--- config.mk ---
export PLATFORM = sky130hd
export DESIGN_NAME = oc8051_port_sampler_flat
export DESIGN_NICKNAME = d
export VERILOG_FILES = /design/src/rtl/oc8051_port_sampler_pkg.sv /design/src/rtl/oc8051_port_sampler_if.sv /design/src/rtl/oc8051_sync_edge.sv /design/src/rtl/oc8051_port_sampler.sv /design/src/flat_wrapper.sv
export SDC_FILE = /design/constraint.sdc
export NUM_CORES = 1
export LEC_CHECK = 0
export CAP_MARGIN = 15
export CORE_MARGIN = 3
export CORE_UTILIZATION = 54
export DETAILED_ROUTE_END_ITERATION = 16
export DONT_BUFFER_PORTS = 1
export PLACE_DENSITY = 0.78
export SLEW_MARGIN = 0
export SYNTH_ARGS = -nofsm -noshare
export SYNTH_HDL_FRONTEND = slang
export SYNTH_SLANG_ARGS = --single-unit
--- constraint.sdc ---
create_clock -name clk -period 1.1 [get_ports clk]
set_input_delay 0.22 -clock clk [delete_from_list [all_inputs] [get_ports clk]]
set_output_delay 0.22 -clock clk [all_outputs]
set_load 0.01 [all_outputs]
--- src/rtl/oc8051_port_sampler_pkg.sv ---
// Shared definitions for the 8051 port input sampler.
// Holds the TCON SFR address, the bit addresses of IE0/IE1, the port reset
// values and the small types used by the SFR-side interface and flag logic.
package oc8051_port_sampler_pkg;

  typedef logic [7:0] sfr_addr_t;

  // Decoded software write to one interrupt flag.
  typedef struct packed {
    logic we;
    logic val;
  } flag_wr_t;

  localparam sfr_addr_t OC8051_SFR_TCON       = 8'h88;
  localparam sfr_addr_t OC8051_SFR_B_TCON_IE0 = 8'h89;
  localparam sfr_addr_t OC8051_SFR_B_TCON_IE1 = 8'h8B;

  // Port latches come out of reset as all ones.
  localparam logic [7:0] OC8051_RST_P0 = 8'hFF;
  localparam logic [7:0] OC8051_RST_P1 = 8'hFF;
  localparam logic [7:0] OC8051_RST_P2 = 8'hFF;
  localparam logic [7:0] OC8051_RST_P3 = 8'hFF;

endpackage

--- src/rtl/oc8051_port_sampler_if.sv ---
// SFR-side bus of the port sampler.
// master: SFR write path, TCON mode bits and interrupt controller acks; it
//         receives the IE0/IE1 flags and the T0/T1 counter strobes.
// slave : the port sampler itself.
interface oc8051_port_sampler_if;
  import oc8051_port_sampler_pkg::*;

  logic      it0;
  logic      it1;
  logic      wr;
  logic      wr_bit;
  sfr_addr_t wr_addr;
  logic [7:0] data_in;
  logic      bit_in;
  logic      ie0_ack;
  logic      ie1_ack;
  logic      ie0;
  logic      ie1;
  logic      t0_event;
  logic      t1_event;

  modport master (
    output it0, it1, wr, wr_bit, wr_addr, data_in, bit_in, ie0_ack, ie1_ack,
    input  ie0, ie1, t0_event, t1_event
  );

  modport slave (
    input  it0, it1, wr, wr_bit, wr_addr, data_in, bit_in, ie0_ack, ie1_ack,
    output ie0, ie1, t0_event, t1_event
  );

endinterface

--- src/rtl/oc8051_sync_edge.sv ---
// One pin bit: SYNC_STAGES-deep synchronizer followed by a "prev" flop used
// for falling-edge detection.
// Ports: clk, rst (sync, active-high), pin (async level),
//        level (synchronized value), fall (prev high, level now low).
module oc8051_sync_edge #(
  parameter int   SYNC_STAGES = 2,
  parameter logic RST_VAL     = 1'b1
) (
  input  logic clk,
  input  logic rst,
  input  logic pin,
  output logic level,
  output logic fall
);

  logic [SYNC_STAGES-1:0] sync_p;
  logic                   prev_p;

  // Every stage, including prev, resets to the port reset level so that
  // releasing reset never produces a phantom edge.
  always_ff @(posedge clk) begin
    if (rst) begin
      sync_p <= {SYNC_STAGES{RST_VAL}};
      prev_p <= RST_VAL;
    end else begin
      sync_p <= {sync_p[SYNC_STAGES-2:0], pin};
      prev_p <= sync_p[SYNC_STAGES-1];
    end
  end

  assign level = sync_p[SYNC_STAGES-1];
  assign fall  = prev_p & ~level;

endmodule

--- src/rtl/oc8051_port_sampler.sv ---
// Input side of the 8051 parallel ports.
// Synchronizes P0-P3 pin levels, presents them to the SFR read path, and
// derives the P3 alternate-function events: IE0/IE1 flags (level or
// falling-edge mode per IT0/IT1) and T0/T1 counter strobes.
// Ports: clk, rst (sync, active-high)
//        p0_pin..p3_pin  raw asynchronous pin levels
//        p0_in..p3_in    synchronized pin values
//        sfr             SFR write / mode / ack bus, returns ie0, ie1,
//                        t0_event, t1_event
module oc8051_port_sampler
  import oc8051_port_sampler_pkg::*;
#(
  parameter int SYNC_STAGES = 2
) (
  input  logic       clk,
  input  logic       rst,
  input  logic [7:0] p0_pin,
  input  logic [7:0] p1_pin,
  input  logic [7:0] p2_pin,
  input  logic [7:0] p3_pin,
  output logic [7:0] p0_in,
  output logic [7:0] p1_in,
  output logic [7:0] p2_in,
  output logic [7:0] p3_in,
  oc8051_port_sampler_if.slave sfr
);

  localparam logic [31:0] RST_VEC = {OC8051_RST_P3, OC8051_RST_P2,
                                     OC8051_RST_P1, OC8051_RST_P0};

  logic [31:0] pins;
  logic [31:0] levels;
  logic [31:0] falls;

  assign pins = {p3_pin, p2_pin, p1_pin, p0_pin};

  for (genvar g = 0; g < 32; g++) begin : g_bit
    oc8051_sync_edge #(
      .SYNC_STAGES (SYNC_STAGES),
      .RST_VAL     (RST_VEC[g])
    ) u_sync (
      .clk   (clk),
      .rst   (rst),
      .pin   (pins[g]),
      .level (levels[g]),
      .fall  (falls[g])
    );
  end

  assign p0_in = levels[7:0];
  assign p1_in = levels[15:8];
  assign p2_in = levels[23:16];
  assign p3_in = levels[31:24];

  // Only P3.2..P3.5 feed edge-sensitive logic; other fall outputs are dropped
  // and their prev flops disappear in synthesis.
  logic unused_fall;
  assign unused_fall = ^{falls[31:30], falls[25:0]};

  logic fall_int0, fall_int1, fall_t0, fall_t1;
  assign fall_int0 = falls[26];
  assign fall_int1 = falls[27];
  assign fall_t0   = falls[28];
  assign fall_t1   = falls[29];

  // Software write decode: a TCON byte write carries both flags, a bit write
  // addresses exactly one.
  function automatic flag_wr_t decode_wr(input logic      wr,
                                         input logic      wr_bit,
                                         input sfr_addr_t addr,
                                         input sfr_addr_t bit_addr,
                                         input logic      byte_val,
                                         input logic      bit_val);
    flag_wr_t r;
    r.we  = 1'b0;
    r.val = 1'b0;
    if (wr && !wr_bit && addr == OC8051_SFR_TCON) begin
      r.we  = 1'b1;
      r.val = byte_val;
    end else if (wr && wr_bit && addr == bit_addr) begin
      r.we  = 1'b1;
      r.val = bit_val;
    end
    return r;
  endfunction

  // Next flag value. Level mode tracks the inverted pin every cycle, so acks
  // and writes vanish; edge mode gives the hardware fall priority so an
  // interrupt arriving with its own ack is never lost.
  function automatic logic next_flag(input logic     edge_mode,
                                     input logic     lvl,
                                     input logic     fell,
                                     input logic     ack,
                                     input flag_wr_t sw,
                                     input logic     cur);
    logic r;
    if (!edge_mode)  r = ~lvl;
    else if (fell)   r = 1'b1;
    else if (ack)    r = 1'b0;
    else if (sw.we)  r = sw.val;
    else             r = cur;
    return r;
  endfunction

  flag_wr_t sw0, sw1;
  assign sw0 = decode_wr(sfr.wr, sfr.wr_bit, sfr.wr_addr, OC8051_SFR_B_TCON_IE0,
                         sfr.data_in[1], sfr.bit_in);
  assign sw1 = decode_wr(sfr.wr, sfr.wr_bit, sfr.wr_addr, OC8051_SFR_B_TCON_IE1,
                         sfr.data_in[3], sfr.bit_in);

  logic ie0_p, ie1_p, t0_p, t1_p;

  // Flag / strobe register stage: one cycle after the synchronized level.
  always_ff @(posedge clk) begin
    if (rst) ie0_p <= 1'b0;
    else     ie0_p <= next_flag(sfr.it0, p3_in[2], fall_int0, sfr.ie0_ack, sw0, ie0_p);
  end

  always_ff @(posedge clk) begin
    if (rst) ie1_p <= 1'b0;
    else     ie1_p <= next_flag(sfr.it1, p3_in[3], fall_int1, sfr.ie1_ack, sw1, ie1_p);
  end

  always_ff @(posedge clk) begin
    if (rst) begin
      t0_p <= 1'b0;
      t1_p <= 1'b0;
    end else begin
      t0_p <= fall_t0;
      t1_p <= fall_t1;
    end
  end

  assign sfr.ie0      = ie0_p;
  assign sfr.ie1      = ie1_p;
  assign sfr.t0_event = t0_p;
  assign sfr.t1_event = t1_p;

endmodule

--- src/flat_wrapper.sv ---
// flat-port wrapper written by rule: the top's interface ports become plain ports
module oc8051_port_sampler_flat import oc8051_port_sampler_pkg::*;
#(
  parameter int SYNC_STAGES = 2
)
  (clk, rst, p0_pin, p1_pin, p2_pin, p3_pin, p0_in, p1_in, p2_in, p3_in, sfr_it0, sfr_it1, sfr_wr, sfr_wr_bit, sfr_wr_addr, sfr_data_in, sfr_bit_in, sfr_ie0_ack, sfr_ie1_ack, sfr_ie0, sfr_ie1, sfr_t0_event, sfr_t1_event);
  oc8051_port_sampler_if sfr_i ();
  input  logic clk;
  input  logic rst;
  input  logic [7:0] p0_pin;
  input  logic [7:0] p1_pin;
  input  logic [7:0] p2_pin;
  input  logic [7:0] p3_pin;
  output logic [7:0] p0_in;
  output logic [7:0] p1_in;
  output logic [7:0] p2_in;
  output logic [7:0] p3_in;
  input wire logic [$bits(sfr_i.it0)-1:0] sfr_it0;
  input wire logic [$bits(sfr_i.it1)-1:0] sfr_it1;
  input wire logic [$bits(sfr_i.wr)-1:0] sfr_wr;
  input wire logic [$bits(sfr_i.wr_bit)-1:0] sfr_wr_bit;
  input wire logic [$bits(sfr_i.wr_addr)-1:0] sfr_wr_addr;
  input wire logic [$bits(sfr_i.data_in)-1:0] sfr_data_in;
  input wire logic [$bits(sfr_i.bit_in)-1:0] sfr_bit_in;
  input wire logic [$bits(sfr_i.ie0_ack)-1:0] sfr_ie0_ack;
  input wire logic [$bits(sfr_i.ie1_ack)-1:0] sfr_ie1_ack;
  output wire logic [$bits(sfr_i.ie0)-1:0] sfr_ie0;
  output wire logic [$bits(sfr_i.ie1)-1:0] sfr_ie1;
  output wire logic [$bits(sfr_i.t0_event)-1:0] sfr_t0_event;
  output wire logic [$bits(sfr_i.t1_event)-1:0] sfr_t1_event;
  assign sfr_i.it0 = sfr_it0;
  assign sfr_i.it1 = sfr_it1;
  assign sfr_i.wr = sfr_wr;
  assign sfr_i.wr_bit = sfr_wr_bit;
  assign sfr_i.wr_addr = sfr_wr_addr;
  assign sfr_i.data_in = sfr_data_in;
  assign sfr_i.bit_in = sfr_bit_in;
  assign sfr_i.ie0_ack = sfr_ie0_ack;
  assign sfr_i.ie1_ack = sfr_ie1_ack;
  assign sfr_ie0 = sfr_i.ie0;
  assign sfr_ie1 = sfr_i.ie1;
  assign sfr_t0_event = sfr_i.t0_event;
  assign sfr_t1_event = sfr_i.t1_event;
  oc8051_port_sampler #(.SYNC_STAGES(SYNC_STAGES)) u_core (.clk(clk), .rst(rst), .p0_pin(p0_pin), .p1_pin(p1_pin), .p2_pin(p2_pin), .p3_pin(p3_pin), .p0_in(p0_in), .p1_in(p1_in), .p2_in(p2_in), .p3_in(p3_in), .sfr(sfr_i));
endmodule
# [Word level (Yosys, flattened, before mapping)]
# Cells that the tools add are included.
[classes] n_eq_ne=5 mux=12 bitwise=8 reduce_logical=6
[op_table] op="$eq A8 B8 Y1 const B" count=3
[op_table] op="$mux W1" count=8
[op_table] op="$mux W2" count=4
[op_table] op="$ne A4 B1 Y1 const B" count=2
[op_table] op="$logic_and A1 B1 Y1" count=5
[op_table] op="$and A1 B1 Y1" count=4
[op_table] op="$not A1 Y1" count=4
[op_table] op="$logic_not A1 Y1" count=1
[word_totals] regBits=72 inputBits=57 output_inout_bits=36 elab_cells=71

# [Logic depth before layout (Yosys ltp)]
# Gate-level depths: netlist of run 1.
[logic_depth] depth_word=8 mapped_depth=4 depth_no_buf=4

# [Cells and area by module]
# From an unflattened synthesis of run 1, not the netlist that was laid out.
[hier_totals] hier_cells=254 area_unflattened_um2=2991.6
[by_module_without_submodules] module="oc8051_sync_edge" n_inst=32 cells_per_inst=7 area_per_inst_um2=85.1 seq_area_each_um2=60.1
[by_module_without_submodules] module="oc8051_port_sampler" n_inst=1 cells_per_inst=30 area_per_inst_um2=269.0 seq_area_each_um2=80.1

# [Least setup slack after synthesis of run 1]
# OpenSTA, ideal clock, no wires.
[synth_timing] path_kind="input to register" from="input port sfr_wr_addr[6]" to="register u_core.ie1_p, in the netlist u_core.sfr.ie1" setup_ns=0.125 t_arrival_ns=0.955 t_required_ns=0.975 slack_ns=0.021 path_stages=4 n_path_buf=0 path_cell_list="nor4b_4 > o2111ai_1 > a221oi_2 > nor3_2"
[synth_between] elab_chain_len=8 word_cells_on_any_way=11 cone_classes="eq/ne (3); mux (6); reduce/logical (2)"
[synth_rtl] element="start: declaration" line_no="flat_wrapper.sv:22" rtl="input wire logic [$bits(sfr_i.wr_addr)-1:0] sfr_wr_addr;"
[synth_rtl] element="$eq A8 B8 Y1" line_no="oc8051_port_sampler.sv:80" rtl="end else if (wr && wr_bit && addr == bit_addr) begin"
[synth_rtl] element="$logic_and A1 B1 Y1" line_no="oc8051_port_sampler.sv:80"
[synth_rtl] element="$mux W2" line_no="oc8051_port_sampler.sv:80"
[synth_rtl] element="$mux W2 *" line_no="oc8051_port_sampler.sv:77" rtl="if (wr && !wr_bit && addr == OC8051_SFR_TCON) begin"
[synth_rtl] element="$mux W1" line_no="oc8051_port_sampler.sv:100" rtl="else if (sw.we) r = sw.val;"
[synth_rtl] element="$mux W1" line_no="oc8051_port_sampler.sv:99" rtl="else if (ack) r = 1'b0;"
[synth_rtl] element="$mux W1" line_no="oc8051_port_sampler.sv:98" rtl="else if (fell) r = 1'b1;"
[synth_rtl] element="$mux W1" line_no="oc8051_port_sampler.sv:97" rtl="if (!edge_mode) r = ~lvl;"
[synth_rtl] element="end signal: assignment" line_no="oc8051_port_sampler.sv:121" rtl="else ie1_p <= next_flag(sfr.it1, p3_in[3], fall_int1, sfr.ie1_ack, sw1, ie1_p);"
[synth_rtl] element="end: declaration" line_no="oc8051_port_sampler.sv:111" rtl="logic ie0_p, ie1_p, t0_p, t1_p;"
# Mark *: on every way between the ends. The rest lies on a longest branch, timed or not. The select of a mux whose other input is x is not followed.
# A chain may end at the register's enable or synchronous reset.

# [Worst setup path after layout of run 1]
[layout_timing] from="register u_core.g_bit[27].u_sync.sync_p[1]" to="output port p3_in[3]"
[layout_lines] element="start: declaration" line_no="oc8051_sync_edge.sv:16" rtl="logic [SYNC_STAGES-1:0] sync_p;"
[layout_lines] element="start signal: assignment" line_no="oc8051_sync_edge.sv:23" rtl="sync_p <= {SYNC_STAGES{RST_VAL}};"
[layout_lines] element="start signal: assignment" line_no="oc8051_sync_edge.sv:26" rtl="sync_p <= {sync_p[SYNC_STAGES-2:0], pin};"
[layout_lines] element="end: declaration" line_no="flat_wrapper.sv:17" rtl="output logic [7:0] p3_in;"
# No word-level cell between the ends.

==> results.md, run 1 <==
* Ys Warns at 0
* Routed vias at 1,255
* Setup TNS at 0 ps
* VDD IR max at between 1 and 1.5 mV
* Detailed Place HPWL at around 2300 um
* IO Count at between 90 and 100
* Synthesis-to-finish area growth at 13.3%
* Synth unique cells at 22
* Sequential fraction of the synthesis area at between 60% and 70%
* Number of global-route vias before repair at about 1.3k
* Yosys reg bits at a little over 70
* Startpoint types: flip-flop
* Area of the multi-input gates at ~640 um2
* Mean Syn Cell Area at approximately 11 um2
* Hold-fix buffers at CTS at 32
* WP data arrival at approximately 760 ps
* Hold Worst Slack at -40.2 ps
* Kind of critical path: flip-flop to output port
* Slew @ Worst Pin at 262 ps
* Worst-path clk slew at roughly 70 ps
* Area share of the largest cell type after synthesis at 60.9%
* Largest net degree at the start of global routing at 72
* Max Buffers Root-to-Sink at 2
* First-pass GRT wire length at between 6000 and 7000 um
* Postcts setup bufs at 0
* Clock Latency Late Sink at 340 ps
* CP Max Fanout at 3
* Fmax at 1020 MHz
* FP Rows at 23
* Post-DRT Antenna Nets at 0
* Worst Setup End Kind: output port
* Leakage at about 1.1 nW
* Req. time, crit path at between 800 and 900 ps
* CTS tree: done
* Final hold violations at 7
* CTS Sinks at 72
* Total Routing Usage GR at between 10% and 20%
* Commonest non-fill, non-tap cell in the layout: dfxtp_1
* RSZ-0062 raised after global routing: false
* Hold/Removal Path Class: input pin to flip-flop
* I/O Buffers at 0
* Initial antenna violation count at 0
* CTS buffer count at 9
* Core Region at just over 4000 um2
* Routed vias/inst at about 4.7
* Failing checks: negative hold slack
* Top cell type by total area after synthesis: dfxtp_1
* First-pass DRT Iterations at 4
* Commonest cells after routing, fill and taps aside: 72 x dfxtp_1, 66 x or2_2, 32 x dlygate4sd3_1
* P per Cell Area at between 1500 and 2000 nW/um2
* Final Setup Violations at 0
* Layout cells sized above 1 at 38.8%
* Routed WL at 3950 um
* Post-CTS Resized at 0
* Die Width at just over 70 um
* Die Ht at between 70 and 80 um
* DRT iter0 DRCs at 39
* Final #Nets at about 270
* MaxCap Viol Count at 0
* Root Buffer: clkbuf_8
* Period utilization at around nine tenths
* Status: finished with violations
* GPL Wtd Cong at between 0.7 and 0.8
* Fin crit period at around 980 ps
* Max_slew headroom at ~82%
* H-tree depth at 3
* Overall Power at about 5.0 mW
* Fillers at 313
* Syn_nets at between 200 and 300
* Die area at about 5200 um2
* Pins Over Slew Limit at 0
* Residual DRC at 0
* Clock skew at 4.90 ps
* Number of antenna diodes at 0
* Synth Cell Area at 2370 um2
* Dominant cells by area after synthesis: dfxtp_1 61%, or2_2 17%, buf_4 10%, nor4b_4 2.0%, clkbuf_1 1.1%
* Avg WL per Cell at around 15 um
* Syn Inst Count at 210
* Initial Utilization at 57.6%
* GR Overflow Total at 0
* Reg area at ~1400 um2
==> where the power goes <==
group	total, mW	internal, mW	leakage (nW)	switching [mW]
Sequential	2.79	2.72	0.597	0.0616
Clock	2.01	1.10	0.0993	0.905
Combinational	0.223	0.165	0.397	0.0575
Total	5.02	3.99	1.09	1.02
==> cell usage after synthesis (all sizes together) <==
library cell / instances
dfxtp: 72
or2: 68
buf: 32
clkbuf: 7
inv: 5
and3: 3
nor2: 3
nor3: 3
nor4b: 3
o2111ai: 3
a21oi: 2
nor2b: 2
a21o: 1
a221oi: 1
nand2b: 1
nand3b: 1
nor3b: 1
o221ai: 1
xor2: 1
==> layer usage <==
metal  up-vias  track usage, %  wire [um]
met3         8            10.5        391
met2        56            28.4       2100
li1        631               -          -
met5         -               0          0
met1       560            15.4       1380
met4         0            8.14         74
==> metrics by stage <==
step,setup WS (ps),area (um2),util (%),std cells
global route,46.0,2680,65.2,269
finish,120,2680,65.2,269
CTS,84.4,2680,65.2,269
detailed placement,-55.6,2160,52.6,221
floorplan,20.9,2370,-,210
global placement,4.64,2160,52.6,221
==> sequential cells by signal, summed over array words and instances, names as in the netlist <==
| signal | cells |
|---|---|
| u_core.g_bit.u_sync.prev_p | 4 |
| u_core.sfr.ie0 | 1 |
| u_core.g_bit.u_sync.sync_p | 64 |
| u_core.sfr.ie1 | 1 |
| u_core.sfr.t0_event | 1 |
| u_core.sfr.t1_event | 1 |
==> layout make-up <==
type                    instances  share of cell area [%]
repair buffers                 32                    11.9
inverters                       5                   0.700
well taps                      50                    2.33
clock inverters                 5                    2.10
flip-flops and latches         72                    53.7
multi-input cells              94                    23.9
clock buffers                  11                    5.27
==> cell families after synthesis <==
| group | count (synthesis) | share of synthesized area, % |
|---|---|---|
| flip-flops | 72 | 60.9 |
| XOR/XNOR | 1 | 0.370 |
| AND/OR/NAND/NOR | 85 | 23.9 |
| buffers and inverters | 44 | 12.0 |
| AO/OA/AOI/OAI | 8 | 2.85 |
==> final timing paths <==
| check | from | end | slack, ps | cells past startpoint |
|---|---|---|---|---|
| worst max-delay path | u_core.g_bit[27].u_sync.sync_p[1] | p3_in[3] | 120 | 0 |
| worst min-delay path | rst | u_core.sfr.ie1 | -40 | 1 |
| worst max register to register | u_core.g_bit[26].u_sync.sync_p[1] | u_core.sfr.ie0 | 150 | 2 |
| worst min register to register | u_core.g_bit[23].u_sync.sync_p[0] | u_core.g_bit[23].u_sync.sync_p[1] | 410 | 1 |
Power figures use the tool's default switching activity.
==> inputs of run 2 (changes only) <==
- CAP_MARGIN: 15 -> 20
==> results of run 2 <==
Final layout, timing and power as in run 1 (identical DEF).
==> inputs of run 3 (changes only) <==
- ABC_CLOCK_PERIOD_IN_PS: not set -> 1100
- CAP_MARGIN: 20 -> not set
==> results of run 3 <==
Final layout, timing and power as in run 1 (identical DEF).
